### config.mk
export PLATFORM = sky130hd
export DESIGN_NAME = log_tap_delay_line
export DESIGN_NICKNAME = d
export VERILOG_FILES = /design/src/rtl/log_tap_delay_line.sv
export SDC_FILE = /design/constraint.sdc
export NUM_CORES = 1
export LEC_CHECK = 0
export BUFFER_PORTS_ARGS = -buffer_cell sky130_fd_sc_hd__buf_2
export CAP_MARGIN = 5
export CORE_ASPECT_RATIO = 1.2
export CORE_UTILIZATION = 44
export CTS_CLUSTER_DIAMETER = 100
export DETAILED_ROUTE_END_ITERATION = 12
export PLACE_DENSITY = 0.66
export RECOVER_POWER = 25
export SYNTH_ARGS = -nofsm -noshare
export SYNTH_HDL_FRONTEND = slang
export SYNTH_SLANG_ARGS = --single-unit
### constraint.sdc
create_clock -name clk -period 9.3 [get_ports clk]
set_input_delay 2.79 -clock clk [delete_from_list [all_inputs] [get_ports clk]]
set_output_delay 2.79 -clock clk [all_outputs]
set_load 0.03 [all_outputs]
### src/rtl/log_tap_delay_line.sv
// log_tap_delay_line
//
// Purpose:
//   Front end for the log-domain dot product. Each accepted fixed-point
//   sample is turned into a Mitchell log2 magnitude, a sign and a nonzero
//   flag over two pipeline stages. The result is then pushed into a LEN-deep
//   tap delay line, and all taps are presented as packed buses. The block
//   also tracks how many taps hold real samples and pulses once for every
//   new regressor vector.
//
// Ports:
//   clk          rising-edge clock
//   reset        synchronous active-high reset (priority over clear)
//   clear        synchronous flush of pipeline, taps and fill count
//   in_valid     x_in is valid this cycle
//   x_in         two's complement sample, QP fractional bits
//   log_packed   tap k log word at [k*LOG_WIDTH +: LOG_WIDTH], tap 0 newest
//   sign_packed  bit k = sign of tap k (1 = negative)
//   valid_packed bit k = tap k is nonzero
//   vec_strobe   one-cycle pulse after the taps shift
//   taps_full    LEN samples have entered since the last reset/clear
module log_tap_delay_line #(
    parameter int WIDTH     = 16,
    parameter int QP        = 12,
    parameter int LEN       = 8,
    parameter int LOG_WIDTH = 17
) (
    input  logic                     clk,
    input  logic                     reset,
    input  logic                     clear,
    input  logic                     in_valid,
    input  logic [WIDTH-1:0]         x_in,
    output logic [LEN*LOG_WIDTH-1:0] log_packed,
    output logic [LEN-1:0]           sign_packed,
    output logic [LEN-1:0]           valid_packed,
    output logic                     vec_strobe,
    output logic                     taps_full
);

    localparam int MAG_W  = WIDTH - 1;
    localparam int LOG_QP = LOG_WIDTH - 5;
    localparam int INT_W  = LOG_WIDTH - LOG_QP;
    localparam int LP_W   = $clog2(MAG_W);
    localparam int WIDE_W = MAG_W + LOG_QP;
    localparam int CNT_W  = $clog2(LEN + 1);

    logic [MAG_W-1:0]     x_neg;
    logic [MAG_W-1:0]     mag_in;

    logic                 s1_valid;
    logic                 s1_sign;
    logic [MAG_W-1:0]     s1_mag;

    logic [LP_W-1:0]      lead_pos;
    logic [MAG_W-1:0]     below_lead;
    logic [WIDE_W-1:0]    frac_wide;
    logic [INT_W-1:0]     int_part;
    logic                 s1_nz;
    logic [LOG_WIDTH-1:0] log_next;

    logic                 s2_valid;
    logic                 s2_sign;
    logic                 s2_nz;
    logic [LOG_WIDTH-1:0] s2_log;

    logic [CNT_W-1:0]     fill_count;
    logic [CNT_W-1:0]     count_next;

    // Magnitude over WIDTH-1 bits. The most negative input has no positive
    // counterpart, so it is clamped to the largest representable magnitude.
    always_comb begin
        x_neg = ~x_in[MAG_W-1:0] + 1'b1;
        if (x_in == {1'b1, {MAG_W{1'b0}}})
            mag_in = {MAG_W{1'b1}};
        else if (x_in[WIDTH-1])
            mag_in = x_neg;
        else
            mag_in = x_in[MAG_W-1:0];
    end

    // Stage 1: capture sign and magnitude of each accepted sample.
    always_ff @(posedge clk) begin
        if (reset || clear) begin
            s1_valid <= 1'b0;
            s1_sign  <= 1'b0;
            s1_mag   <= '0;
        end else begin
            s1_valid <= in_valid;
            if (in_valid) begin
                s1_sign <= x_in[WIDTH-1];
                s1_mag  <= mag_in;
            end
        end
    end

    // Mitchell log2: the leading-one position is the integer part, and the
    // bits below it, left-aligned to LOG_QP bits, are the fraction. The
    // integer and fraction fields never overlap, so concatenation equals
    // the sum modulo 2^LOG_WIDTH.
    always_comb begin
        lead_pos = '0;
        for (int i = 0; i < MAG_W; i++) begin
            if (s1_mag[i])
                lead_pos = LP_W'(i);
        end
        s1_nz      = |s1_mag;
        below_lead = s1_mag & ~({MAG_W{1'b1}} << lead_pos);
        frac_wide  = {{LOG_QP{1'b0}}, below_lead};
        if (int'(lead_pos) <= LOG_QP)
            frac_wide = frac_wide << (LOG_QP - int'(lead_pos));
        else
            frac_wide = frac_wide >> (int'(lead_pos) - LOG_QP);
        int_part = INT_W'(int'(lead_pos) - QP);
        log_next = {int_part, LOG_QP'(frac_wide)};
    end

    // Stage 2: register the log word. A zero sample becomes an all-zero
    // entry so the dot product sees it as an empty tap.
    always_ff @(posedge clk) begin
        if (reset || clear) begin
            s2_valid <= 1'b0;
            s2_log   <= '0;
            s2_sign  <= 1'b0;
            s2_nz    <= 1'b0;
        end else begin
            s2_valid <= s1_valid;
            if (s1_valid) begin
                s2_log  <= s1_nz ? log_next : '0;
                s2_sign <= s1_nz & s1_sign;
                s2_nz   <= s1_nz;
            end
        end
    end

    assign count_next = (fill_count == CNT_W'(LEN)) ? fill_count
                                                    : fill_count + 1'b1;

    // Delay line: the packed buses are the tap registers themselves, so a
    // left shift moves tap k into tap k+1 and the new entry lands in tap 0.
    always_ff @(posedge clk) begin
        if (reset || clear) begin
            log_packed   <= '0;
            sign_packed  <= '0;
            valid_packed <= '0;
            vec_strobe   <= 1'b0;
            taps_full    <= 1'b0;
            fill_count   <= '0;
        end else begin
            vec_strobe <= s2_valid;
            if (s2_valid) begin
                log_packed   <= {log_packed[(LEN-1)*LOG_WIDTH-1:0], s2_log};
                sign_packed  <= {sign_packed[LEN-2:0], s2_sign};
                valid_packed <= {valid_packed[LEN-2:0], s2_nz};
                fill_count   <= count_next;
                taps_full    <= (count_next == CNT_W'(LEN));
            end
        end
    end

endmodule

## After elaboration in Yosys (flattened, before gate mapping)

Index checks and enable logic that the tools add are counted.

- $add $sub $neg: 4
- Order comparisons: 1
- Eq/ne operators: 3
- Shift-type cells: 3
- Mux-type cells: 19
- Bitwise logic cells: 4
- Reductions and logical operators: 2

Operator list:

| operator | count |
|---|---|
| 2-to-1 mux 4 bit | 14 |
| << shifter 15 x 32 -> 12 bit | 1 |
| >> shifter 15 x 32 -> 12 bit | 1 |
| 2-to-1 mux 15 bit | 2 |
| NOT 15 bit | 2 |
| 2-to-1 mux 17 bit | 1 |
| == test 16 bit, second input constant | 1 |
| adder 15 x 1 -> 15 bit, second input constant | 1 |
| bitwise AND 15 bit | 1 |
| OR reduction 15 bit | 1 |
| << shifter 15 x 4 -> 15 bit, first input constant | 1 |
| 2-to-1 mux 12 bit | 1 |
| == test 4 bit, second input constant | 2 |
| subtractor 4 x 4 -> 5 bit, first input constant | 1 |
| subtractor 4 x 4 -> 5 bit, second input constant | 1 |
| adder 4 x 1 -> 4 bit, second input constant | 1 |
| less-or-equal comparator 4 bit, second input constant | 1 |
| bitwise AND 1 bit | 1 |
| logical OR 1 bit | 1 |
| 2-to-1 mux 1 bit | 1 |

- Flip-flop bits (word level): 195
- Bits of input ports: 20
- Output and inout bits: 154
- Logic and storage cells: 49

## Logic depth before layout (Yosys ltp)

Gate-level depths: netlist of run 1.

- Word-level depth: 20
- Depth in mapped cells: 18
- Gate-level depth less buffers: 14

## Worst setup path before layout of run 1

Ideal clock, no wire load.

- Kind: input to register
- From: input x_in[0]
- To: register s1_mag[4]
- Library setup time: 70 ps
- Data arrival time: 4410 ps
- Data required time: 9230 ps
- Slack: 4820 ps
- Stages: 8
- Buffers on the path: 1
- Path through: inv_1 -> ha_1 -> nor3b_1 -> nand2_1 -> or3_1 -> o31a_1 -> clkbuf_1 -> a21oi_1

- Word-level cells in the longest chain between the ends: 4
- Elaborated cells between the ends (all ways): 5
- Classes of those cells: add/sub (1); eq/ne (1); mux (2); bitwise (1)

Ends and longest elaborated chain:

| what | line | text |
|---|---|---|
| start: declaration | 32 | `input logic [WIDTH-1:0] x_in,` |
| NOT 15 bit | 72 | `x_neg = ~x_in[MAG_W-1:0] + 1'b1;` |
| adder 15 x 1 -> 15 bit | 72 |  |
| 2-to-1 mux 15 bit | 75 | `else if (x_in[WIDTH-1])` |
| 2-to-1 mux 15 bit * | 73 | `if (x_in == {1'b1, {MAG_W{1'b0}}})` |
| end signal: assignment | 91 | `s1_mag <= mag_in;` |
| end: declaration | 52 | `logic [MAG_W-1:0] s1_mag;` |

Every way passes the cells marked *; elsewhere a longest branch is shown, timed or not.
A chain may end at the register's enable or synchronous reset.

## Worst setup path in the final report of run 1

- From: input clear
- To: register s2_log[5]

- Word-level cells in the longest chain between the ends: 1

Ends and longest elaborated chain:

| what | line | text |
|---|---|---|
| start: declaration | 30 | `input logic clear,` |
| logical OR 1 bit | 120 | `if (reset \|\| clear) begin` |
| end signal: assignment | 128 | `s2_log <= s1_nz ? log_next : '0;` |
| end: declaration | 64 | `logic [LOG_WIDTH-1:0] s2_log;` |

Every way passes these cells.

==> impl_metrics.env, run 1 <==
export IMPL_reg2reg_depth=12
export IMPL_nNetsFinal=1104
export IMPL_hold_viol_final=0
export IMPL_p_int_mw=1.27
export IMPL_period_share=0.481
export IMPL_max_vdd_ir_drop_v=0.000127
export IMPL_cts_resized=0
export IMPL_clock_root_buffer="clkbuf_16"
export IMPL_ys_seq_area_frac=0.453
export IMPL_power_mw=1.77
export IMPL_synth_nets=970
export IMPL_hold_class="register to register"
export IMPL_rows=55
export IMPL_port_buffers=173
export IMPL_dieArea_um2=20200
export IMPL_vias=7172
export IMPL_swShare=0.285
export IMPL_r2r_slack_ps=5580
export IMPL_clkPwrFrac=0.394
export IMPL_leakage_nw=3.86
export IMPL_globalplace_congestion=0.938
export IMPL_coreArea_um2=19000
export IMPL_antenna_found_initial=0
export IMPL_dp_hpwl_um=15600
export IMPL_status="completed"
export IMPL_worst_r2r_endpoint="s2_log[9]"
export IMPL_antenna_cells=0
export IMPL_synth_cell_type_count=69
export IMPL_powerDensity_nw_per_um2=175
export IMPL_drive_gt1_frac=0.187
export IMPL_wl_um=21500
export IMPL_avgSynthCellArea_um2=9.17
export IMPL_h_tree_depth=4
export IMPL_synth_edf_count=0
export IMPL_synth_async_sr_flop_share=0
export IMPL_setup_tns_ps=0
export IMPL_power_switching_mw=0.505
export IMPL_path_max_fanout=64
export IMPL_final_cell_mix="nor2_1 (195), dfxtp_1 (194), mux2i_1 (167)"
export IMPL_synth_cells=940
export IMPL_fin_skew_ps=10.4
export IMPL_worstSetupPathType="input pin to register"
export IMPL_worst_pin_slew_ps=1060
export IMPL_cts_buffer_depth=2
export IMPL_end_kind="register"
export IMPL_wl_per_cell_um=16.0
export IMPL_post_route_min_period_ps=4480
export IMPL_vias_per_cell=5.34
export IMPL_setup_violations=0
export IMPL_max_cap_violations=0
export IMPL_p_comb_frac=0.127
export IMPL_max_slew_margin_rel=0.290
export IMPL_cp_data_arrival_time_ps=4850
export IMPL_cp_start_kind="input pin"
export IMPL_maxSlewViolCount=0
export IMPL_critPathRequiredTime_ps=9670
export IMPL_cts_made_buffers=17
export IMPL_synth_seq_cells=195
export IMPL_grt_start_max_net_pins=108
export IMPL_holdCritStartpoint="s2_nz"
export IMPL_grt_overflow=0
export IMPL_cts_num_sinks=195
export IMPL_layout_commonest_cell="nor2_1"
export IMPL_firstDrtPassIters=5
export IMPL_die_w_um=130
export IMPL_rsz0062_at_grt="no"
export IMPL_yosysWarnings=0
export IMPL_grt_pass1_vias=6389
export IMPL_hold_buffers=0
export IMPL_num_io_pins=174
export IMPL_clk_latency_ps=430
export IMPL_netlist_area_um2=8620
export IMPL_r2r_start="s1_mag[5]"
export IMPL_min_to="s2_nz"
export IMPL_initial_core_util=0.454
export IMPL_drc=0
export IMPL_route_antenna_remaining_nets=0
export IMPL_synthFlopType="dfxtp_1"
export IMPL_whs_path_depth=2
export IMPL_area_delta_synth_final_pct=17.4
export IMPL_die_h_um=155
export IMPL_cts_setup_buffers=0
export IMPL_clock_fmax_mhz=223
export IMPL_cts_tree="built"
export IMPL_track_usage=0.214
export IMPL_path_clk_slew_ps=70
export IMPL_grt_pass1_wl_um=33800
export IMPL_final_util=0.533
export IMPL_drt_iter0_markers=539
export IMPL_startpoint="clear"
export IMPL_pwr_share_seq=0.479
## cell families (layout without fill, tap and decap cells)
family / Yosys count / after routing / synth area share
adders and majority gates: 10 / 10 / 0.0145
muxes: 174 / 174 / 0.203
AOI/OAI and AO/OA: 154 / 154 / 0.120
xor gates and xnor gates: 15 / 15 / 0.0152
buffers and inverters: 82 / 229 / 0.0396
and+or+nand+nor: 310 / 310 / 0.154
DFF: 195 / 195 / 0.453
## cells in the mapped netlist (5+ instances only)
cell type	number	area (um2)
o31ai_1	5	37.5
nor3_1	8	40.0
nor2b_1	5	31.3
and3_1	5	31.3
o21ai_0	35	175
nand3_1	15	75.1
or4_1	5	37.5
ha_1	10	125
a31oi_1	5	31.3
buf_1	14	52.6
a221oi_1	5	43.8
nor2_1	195	732
clkbuf_1	43	161
xnor2_1	5	43.8
nand2_1	46	173
mux2i_1	167	1670
and2_1	7	43.8
inv_1	15	56.3
mux2_2	6	67.6
dfxtp_1	195	3900
a22oi_1	5	37.5
nand2b_1	5	31.3
a21oi_1	43	215
xor2_1	10	87.6
## registers in the layout (all words and copies together) (netlist names), 4 cells and up
signal        count
log_packed      136
fill_count        4
s1_mag           15
valid_packed      8
sign_packed       8
s2_log           17
## per-layer routing
layer	global-route usage	share of wire	wire length [um]	up-vias
li1	-	-	-	3578
met1	0.262	0.43	9360	3326
met2	0.355	0.47	10200	224
met3	0.0430	0.055	1190	44
met4	0.102	0.035	762	0
met5	0	0	0	-
## stage by stage
| stage | cells | cell area (um2) | hold slack [ps] | worst slack [ps] |
|---|---|---|---|---|
| 3_3_place_gp | 1311 | 9580 | 459 | 4340 |
| 3_5_place_dp | 1311 | 9580 | 460 | 4420 |
| 5_1_grt | 1343 | 10100 | 510 | 4670 |
| 4_1_cts | 1343 | 10200 | 471 | 4860 |
| 6_report | 1343 | 10100 | 472 | 4820 |
| 2_1_floorplan | 940 | 8620 | 435 | 4820 |
## critical path, cell delays in order
cell      delay [ps]
clkbuf_1          80
or2_4            480
nor2_1           360
nand2_1          200
nor3_1           320
nand2_1          180
a21oi_1          290
a211o_1          130
## power by group through the flow
stage | logic, mW | registers (mW) | clock network, mW
after detailed placement | 0.220 | 0.867 | 0
after CTS | 0.222 | 0.848 | 0.718
final | 0.225 | 0.848 | 0.698
after floorplan | 0.177 | 0.861 | 0
after global placement | 0.224 | 0.867 | 0
after global routing | 0.246 | 0.849 | 0.758
## how the worst max path moves through the flow
stage                           end  cells after the start  slack (ps)
after detailed placement  s2_log[5]                      8        4420
after global placement    s2_log[5]                      8        4340
after floorplan           s1_mag[4]                      8        4820
after global routing      s2_log[5]                      8        4670
after CTS                 s2_log[5]                      8        4860
final                     s2_log[5]                      8        4820
## area by class of cell
cell class	instances	area [um2]
Fill cell	1837	8870
Multi-Input combinational cell	663	4370
Sequential cell	195	3910
Timing Repair Buffer	178	868
Clock buffer	18	429
Tap cell	256	320
Clock inverter	14	144
Inverter	19	76.3
No activity file was read; power rests on OpenSTA's default activity.
==> run 2, diff against run 1 <==
ABC_AREA = 1   (was unset)
clock period = 4.35 ns   (was 9.3 ns; I/O delays follow)
==> run 2 against run 1 <==
Sequential share of layout area increased by 0.44 points. Die area decreased by 0.77%. Critical path depth increased by 23. Sequential power increased by 110%. Design area decreased by 1.1%. Cell count increased by 22%. The run now ends with max-capacitance violations, max-slew violations left. Largest cell class unchanged. Total power increased by 130%. Combinational power increased to 2.9 times the previous value. Count of clock-buffer cells in the layout unchanged. Setup slack got worse by 3700 ps. Register-to-register slack got worse by 4500 ps. Largest power group unchanged.
==> impl_metrics.env, run 2 <==
export IMPL_synth_top_family_by_area="simple AND/OR/NAND/NOR gates"
export IMPL_fin_skew_ps=13.7
export IMPL_die_h_um=155
export IMPL_grt_overflow=0
export IMPL_setup_slack_ps=1090
export IMPL_status="complete, but fails checks"
export IMPL_synth_cell_type_count=31
export IMPL_synth_seq_cells=195
export IMPL_drc=0
export IMPL_synthTopCellsByArea="dfxtp_1 (46%), nand2_1 (21%), a21oi_1 (11%)"
export IMPL_initial_core_util=0.452
export IMPL_avgSynthCellArea_um2=6.90
export IMPL_track_usage=0.234
export IMPL_nNetsFinal=1395
export IMPL_worst_pin_slew_ps=1580
export IMPL_vias_per_cell=5.16
export IMPL_reg2reg_depth=31
export IMPL_synth_commonest_cells="nand2_1 (474), dfxtp_1 (195), a21oi_1 (187)"
export IMPL_synth_xor_area_frac=0.0143
export IMPL_hold_class="register to register"
export IMPL_crit_top_cell="nand2_1"
export IMPL_regMostFlops="log_packed"
export IMPL_wl_um=23400
export IMPL_setup_tns_ps=0
export IMPL_path_max_fanout=29
export IMPL_critPathRequiredTime_ps=4700
export IMPL_synth_nets=1269
export IMPL_wl_met2_um=11400
export IMPL_cts_buffer_depth=2
export IMPL_final_cell_mix="nand2_1 (474), dfxtp_1 (194), a21oi_1 (187)"
export IMPL_rsz0062_at_grt="no"
export IMPL_netlist_area_um2=8550
export IMPL_dp_hpwl_um=16200
export IMPL_worstSetupPathType="register to register"
export IMPL_synth_largest_area_cell="dfxtp_1"
export IMPL_maxSlewViolCount=83
export IMPL_cts_setup_buffers=0
export IMPL_cp_data_arrival_time_ps=3610
export IMPL_die_w_um=129
export IMPL_synth_simple_area_share=0.309
export IMPL_drt_met1_wl_um=10100
export IMPL_wl_met3_um=1160
export IMPL_end_kind="register"
export IMPL_hold_viol_final=0
export IMPL_wl_per_cell_um=14.3
export IMPL_clock_root_buffer="clkbuf_16"
export IMPL_clk_latency_ps=430
export IMPL_critPathMaxStageDelay_ps=350
export IMPL_drive_gt1_frac=0.105
export IMPL_fill_cells=1971
export IMPL_grt_pass1_wl_um=37200
export IMPL_slowest_stage="ha_1"
export IMPL_period_share=0.749
export IMPL_cts_tree="built"
export IMPL_synthFlopType="dfxtp_1"
export IMPL_power_mw=4.00
export IMPL_antenna_found_initial=0
export IMPL_cts_resized=0
export IMPL_setup_violations=0
export IMPL_synth_most_common_cell="nand2_1"
export IMPL_yosysWarnings=0
export IMPL_area_delta_synth_final_pct=17.0
export IMPL_cp_start_kind="register"
export IMPL_violations="max-capacitance violations, max-slew violations"
export IMPL_cts_num_sinks=195
export IMPL_seqCellArea_um2=3910
export IMPL_antenna_cells=0
export IMPL_max_slew_margin_rel=-0.0567
export IMPL_synth_top_cell_area_share=0.457
export IMPL_hold_buffers=0
export IMPL_post_route_min_period_ps=3260
export IMPL_whs_path_depth=2
export IMPL_synth_adder_area_share=0.0146
export IMPL_coreArea_um2=18900
export IMPL_rows=55
export IMPL_reg_largest_list="log_packed: 136 flops, s2_log: 17 flops, s1_mag: 15 flops"
export IMPL_grt_start_max_net_pins=141
export IMPL_largest_register_ffs=136
export IMPL_top_layer="met4"
export IMPL_num_io_pins=174
export IMPL_path_clk_slew_ps=80
export IMPL_place_ws_ps=924
export IMPL_port_buffers=173
export IMPL_drt_iter0_markers=580
export IMPL_synth_mux_area_frac=0
export IMPL_powerDensity_nw_per_um2=400
export IMPL_synth_cells=1239
export IMPL_globalplace_congestion=0.893
export IMPL_placed_area_um2=9520
export IMPL_multi_input_area_um2=4070
export IMPL_max_cap_violations=1
export IMPL_clock_fmax_mhz=307
export IMPL_vias=8425
export IMPL_synth_edf_count=0
export IMPL_ys_seq_area_frac=0.457
export IMPL_dieArea_um2=20000
export IMPL_synth_compound_area_frac=0.139
export IMPL_fin_area_um2=10000
export IMPL_grt_pass1_vias=7476
export IMPL_route_antenna_remaining_nets=0
export IMPL_h_tree_depth=4
export IMPL_cts_made_buffers=17
export IMPL_max_vdd_ir_drop_v=0.000295
export IMPL_firstDrtPassIters=8
export IMPL_layout_commonest_cell="nand2_1"
export IMPL_synth_async_sr_flop_share=0
export IMPL_leakage_nw=3.80
==> run 2: power by group <==
part	internal [mW]	switching (mW)	total, mW
combinational	0.191	0.462	0.653
sequential	1.79	0.0113	1.81
clock	0.789	0.754	1.54
total	2.77	1.23	4.00
==> run 2: worst max-delay path: cells and delay by family, from the launching register on <==
kind,cells,cell delay (ps)
buffers and inverters,5,340
AOI/OAI and AO/OA,2,240
DFF,1,340
and+or+nand+nor,22,1760
adders and majority gates,2,480
==> run 2: area by class of cell <==
class                      count  area share
sequential                   195       0.391
tap                          256      0.0320
inverter                      70      0.0270
clock buffer                  18      0.0439
timing repair buffer         182      0.0837
multi-input combinational    899       0.407
clock inverter                14      0.0158
==> run 2: logic make-up (layout without fill, tap and decap cells) <==
kind of cell	Yosys count	in the layout
AOI/OAI and AO/OA	224	224
xor gates and xnor gates	14	14
adders and majority gates	10	10
buffers and inverters	145	284
DFF	195	195
and+or+nand+nor	651	651
==> run 2: per-layer routing <==
metal / up-vias / track usage
met1: 3882 / 0.286
met5: - / 0
met2: 227 / 0.396
met3: 41 / 0.0415
li1: 4275 / -
met4: 0 / 0.106
==> run 2: worst paths after layout <==
kind                    from               to  slack [ps]
min          log_packed[129]  log_packed[129]         460
max                s1_mag[2]        s2_log[2]        1090
max reg2reg        s1_mag[2]        s2_log[2]        1090
min reg2reg  log_packed[129]  log_packed[129]         460
==> run 2: metrics by stage <==
stage	std cells	util	hold WS, ps
final	1634	0.529	462
after global routing	1634	0.529	481
after CTS	1634	0.534	463
after detailed placement	1602	0.503	451
after global placement	1602	0.503	446
after floorplan	1239	-	440
==> run 3, diff against run 2 <==
clock period = 3.2 ns   (was 4.35 ns; I/O delays follow)
==> run 3 against run 2 <==
The run still ends with max-capacitance violations, max-slew violations left. Non-clock buffer count up 13. Worst hold slack worse by 3.1 ps. Sequential power up 35%. Sequential share of layout area down 0.86 points. Core utilization up 1.2 points. Design area up 2.2%. Cell count up 0.80%. Highest routed layer unchanged.
==> impl_metrics.env, run 3 (synthesis gave the netlist of run 2 again) <==
export IMPL_antenna_cells=0
export IMPL_post_route_min_period_ps=2810
export IMPL_clk_latency_ps=430
export IMPL_path_max_fanout=11
export IMPL_port_buffers=173
export IMPL_drt_iter0_markers=649
export IMPL_cp_data_arrival_time_ps=3170
export IMPL_regMostFlops="log_packed"
export IMPL_cts_made_buffers=17
export IMPL_period_share=0.878
export IMPL_initial_core_util=0.452
export IMPL_instances_no_fill=1647
export IMPL_p_comb_frac=0.171
export IMPL_layout_commonest_cell="nand2_1"
export IMPL_grt_pass1_wl_um=36900
export IMPL_path_clk_slew_ps=80
export IMPL_die_h_um=155
export IMPL_vias_per_cell=5.12
export IMPL_h_tree_depth=4
export IMPL_place_ws_ps=282
export IMPL_drc=0
export IMPL_pwr_share_seq=0.446
export IMPL_clkPwrFrac=0.383
export IMPL_cts_tree="built"
export IMPL_wl_um=23500
export IMPL_swShare=0.308
export IMPL_final_cell_mix="nand2_1 (474), dfxtp_1 (192), a21oi_1 (187)"
export IMPL_reg_largest_list="log_packed: 136 flops, s2_log: 17 flops, s1_mag: 15 flops"
export IMPL_route_antenna_remaining_nets=0
export IMPL_dieArea_um2=20000
export IMPL_cts_buffer_depth=2
export IMPL_clock_fmax_mhz=356
export IMPL_largest_register_ffs=136
export IMPL_end_kind="register"
export IMPL_hold_class="register to register"
export IMPL_antenna_found_initial=0
export IMPL_cp_start_kind="register"
export IMPL_clock_root_buffer="clkbuf_16"
export IMPL_num_io_pins=174
export IMPL_track_usage=0.231
export IMPL_dp_hpwl_um=16500
export IMPL_max_slew_margin_rel=-0.0445
export IMPL_status="complete, but fails checks"
export IMPL_placedCellCount=1615
export IMPL_setup_tns_ps=0
export IMPL_maxSlewViolCount=97
export IMPL_powerDensity_nw_per_um2=537
export IMPL_worst_pin_slew_ps=1570
export IMPL_leakage_nw=4.23
export IMPL_violations="max-capacitance violations, max-slew violations"
export IMPL_vias=8427
export IMPL_area_delta_synth_final_pct=19.7
export IMPL_wl_per_cell_um=14.3
export IMPL_setup_violations=0
export IMPL_worstSetupPathType="register to register"
export IMPL_power_switching_mw=1.69
export IMPL_firstDrtPassIters=6
export IMPL_rows=55
export IMPL_p_int_mw=3.80
export IMPL_fin_skew_ps=12.5
export IMPL_nNetsFinal=1408
export IMPL_hold_viol_final=0
export IMPL_cts_num_sinks=195
export IMPL_grt_pass1_vias=7428
export IMPL_rsz0062_at_grt="no"
export IMPL_coreArea_um2=18900
export IMPL_die_w_um=129
export IMPL_globalplace_congestion=0.916
export IMPL_cts_setup_buffers=0
export IMPL_grt_start_max_net_pins=97
export IMPL_grt_overflow=0
export IMPL_max_vdd_ir_drop_v=0.000382
export IMPL_drive_gt1_frac=0.178
export IMPL_critPathRequiredTime_ps=3560
export IMPL_setup_slack_ps=392
export IMPL_max_cap_violations=1
export IMPL_final_util=0.541
## run 3: changes by cell type in the layout (fill, tap and decap cells not counted), sizes merged
cell      delta
inv          +1
clkbuf      -83
buf         +96
clkinvlp     -1
## run 3: what timing repair did
item                       CTS  global route
setup endpoints to repair    0            12
hold endpoints to repair     0             0
gates resized for setup      0            10
hold buffers                 0             0
## run 3: final cells by class
cell class / count / area (um2)
clock inverters: 14 / 154
repair buffers: 195 / 1030
well taps: 256 / 320
inverters: 70 / 268
flip-flops and latches: 195 / 3910
fillers: 1899 / 8690
multi-input cells: 899 / 4110
clock buffers: 18 / 439
## run 3: critical path: stages (launching register included)
cell and delay (ps):
dfxtp_1 450, inv_1 110, nand3_1 120, nand3_1 80, nand3_1 210, buf_4 240
inv_2 130, ha_1 260, a21oi_1 220, nand2_1 130, inv_1 90, nand2_1 80
o21ai_1 180, nand3_1 100, a21oi_1 160, nand2_1 70, a21oi_1 120
## run 3: worst paths after layout
check	startpoint	end	slack, ps	depth (start not counted)
worst min-delay path	valid_packed[7]	valid_packed[7]	460	2
worst min register to register	valid_packed[7]	valid_packed[7]	460	2
worst max register to register	s1_mag[6]	s2_log[2]	390	16
worst max-delay path	s1_mag[6]	s2_log[2]	390	16
## run 3: metrics by stage
| stage | power, mW | hold WS, ps | instance area [um2] |
|---|---|---|---|
| floorplan | 3.18 | 440 | 8550 |
| global placement | 3.43 | 446 | 9630 |
| global route | 5.75 | 474 | 10200 |
| detailed placement | 3.42 | 449 | 9630 |
| CTS | 5.52 | 462 | 10200 |
| finish | 5.49 | 459 | 10200 |
## run 3: metal layers
metal,vias up,track usage,wire length [um]
met5,-,0,0
met2,219,0.391,11600
met3,40,0.0425,1100
met4,0,0.0952,592
met1,3879,0.285,10300
li1,4289,-,-
## run 3: power by group through the flow
stage / Clock (mW) / Sequential (mW) / Combinational, mW
after floorplan: 0 / 2.50 / 0.680
after global placement: 0 / 2.51 / 0.926
after detailed placement: 0 / 2.51 / 0.916
after CTS: 2.15 / 2.45 / 0.919
after global routing: 2.24 / 2.45 / 1.05
final: 2.10 / 2.45 / 0.938
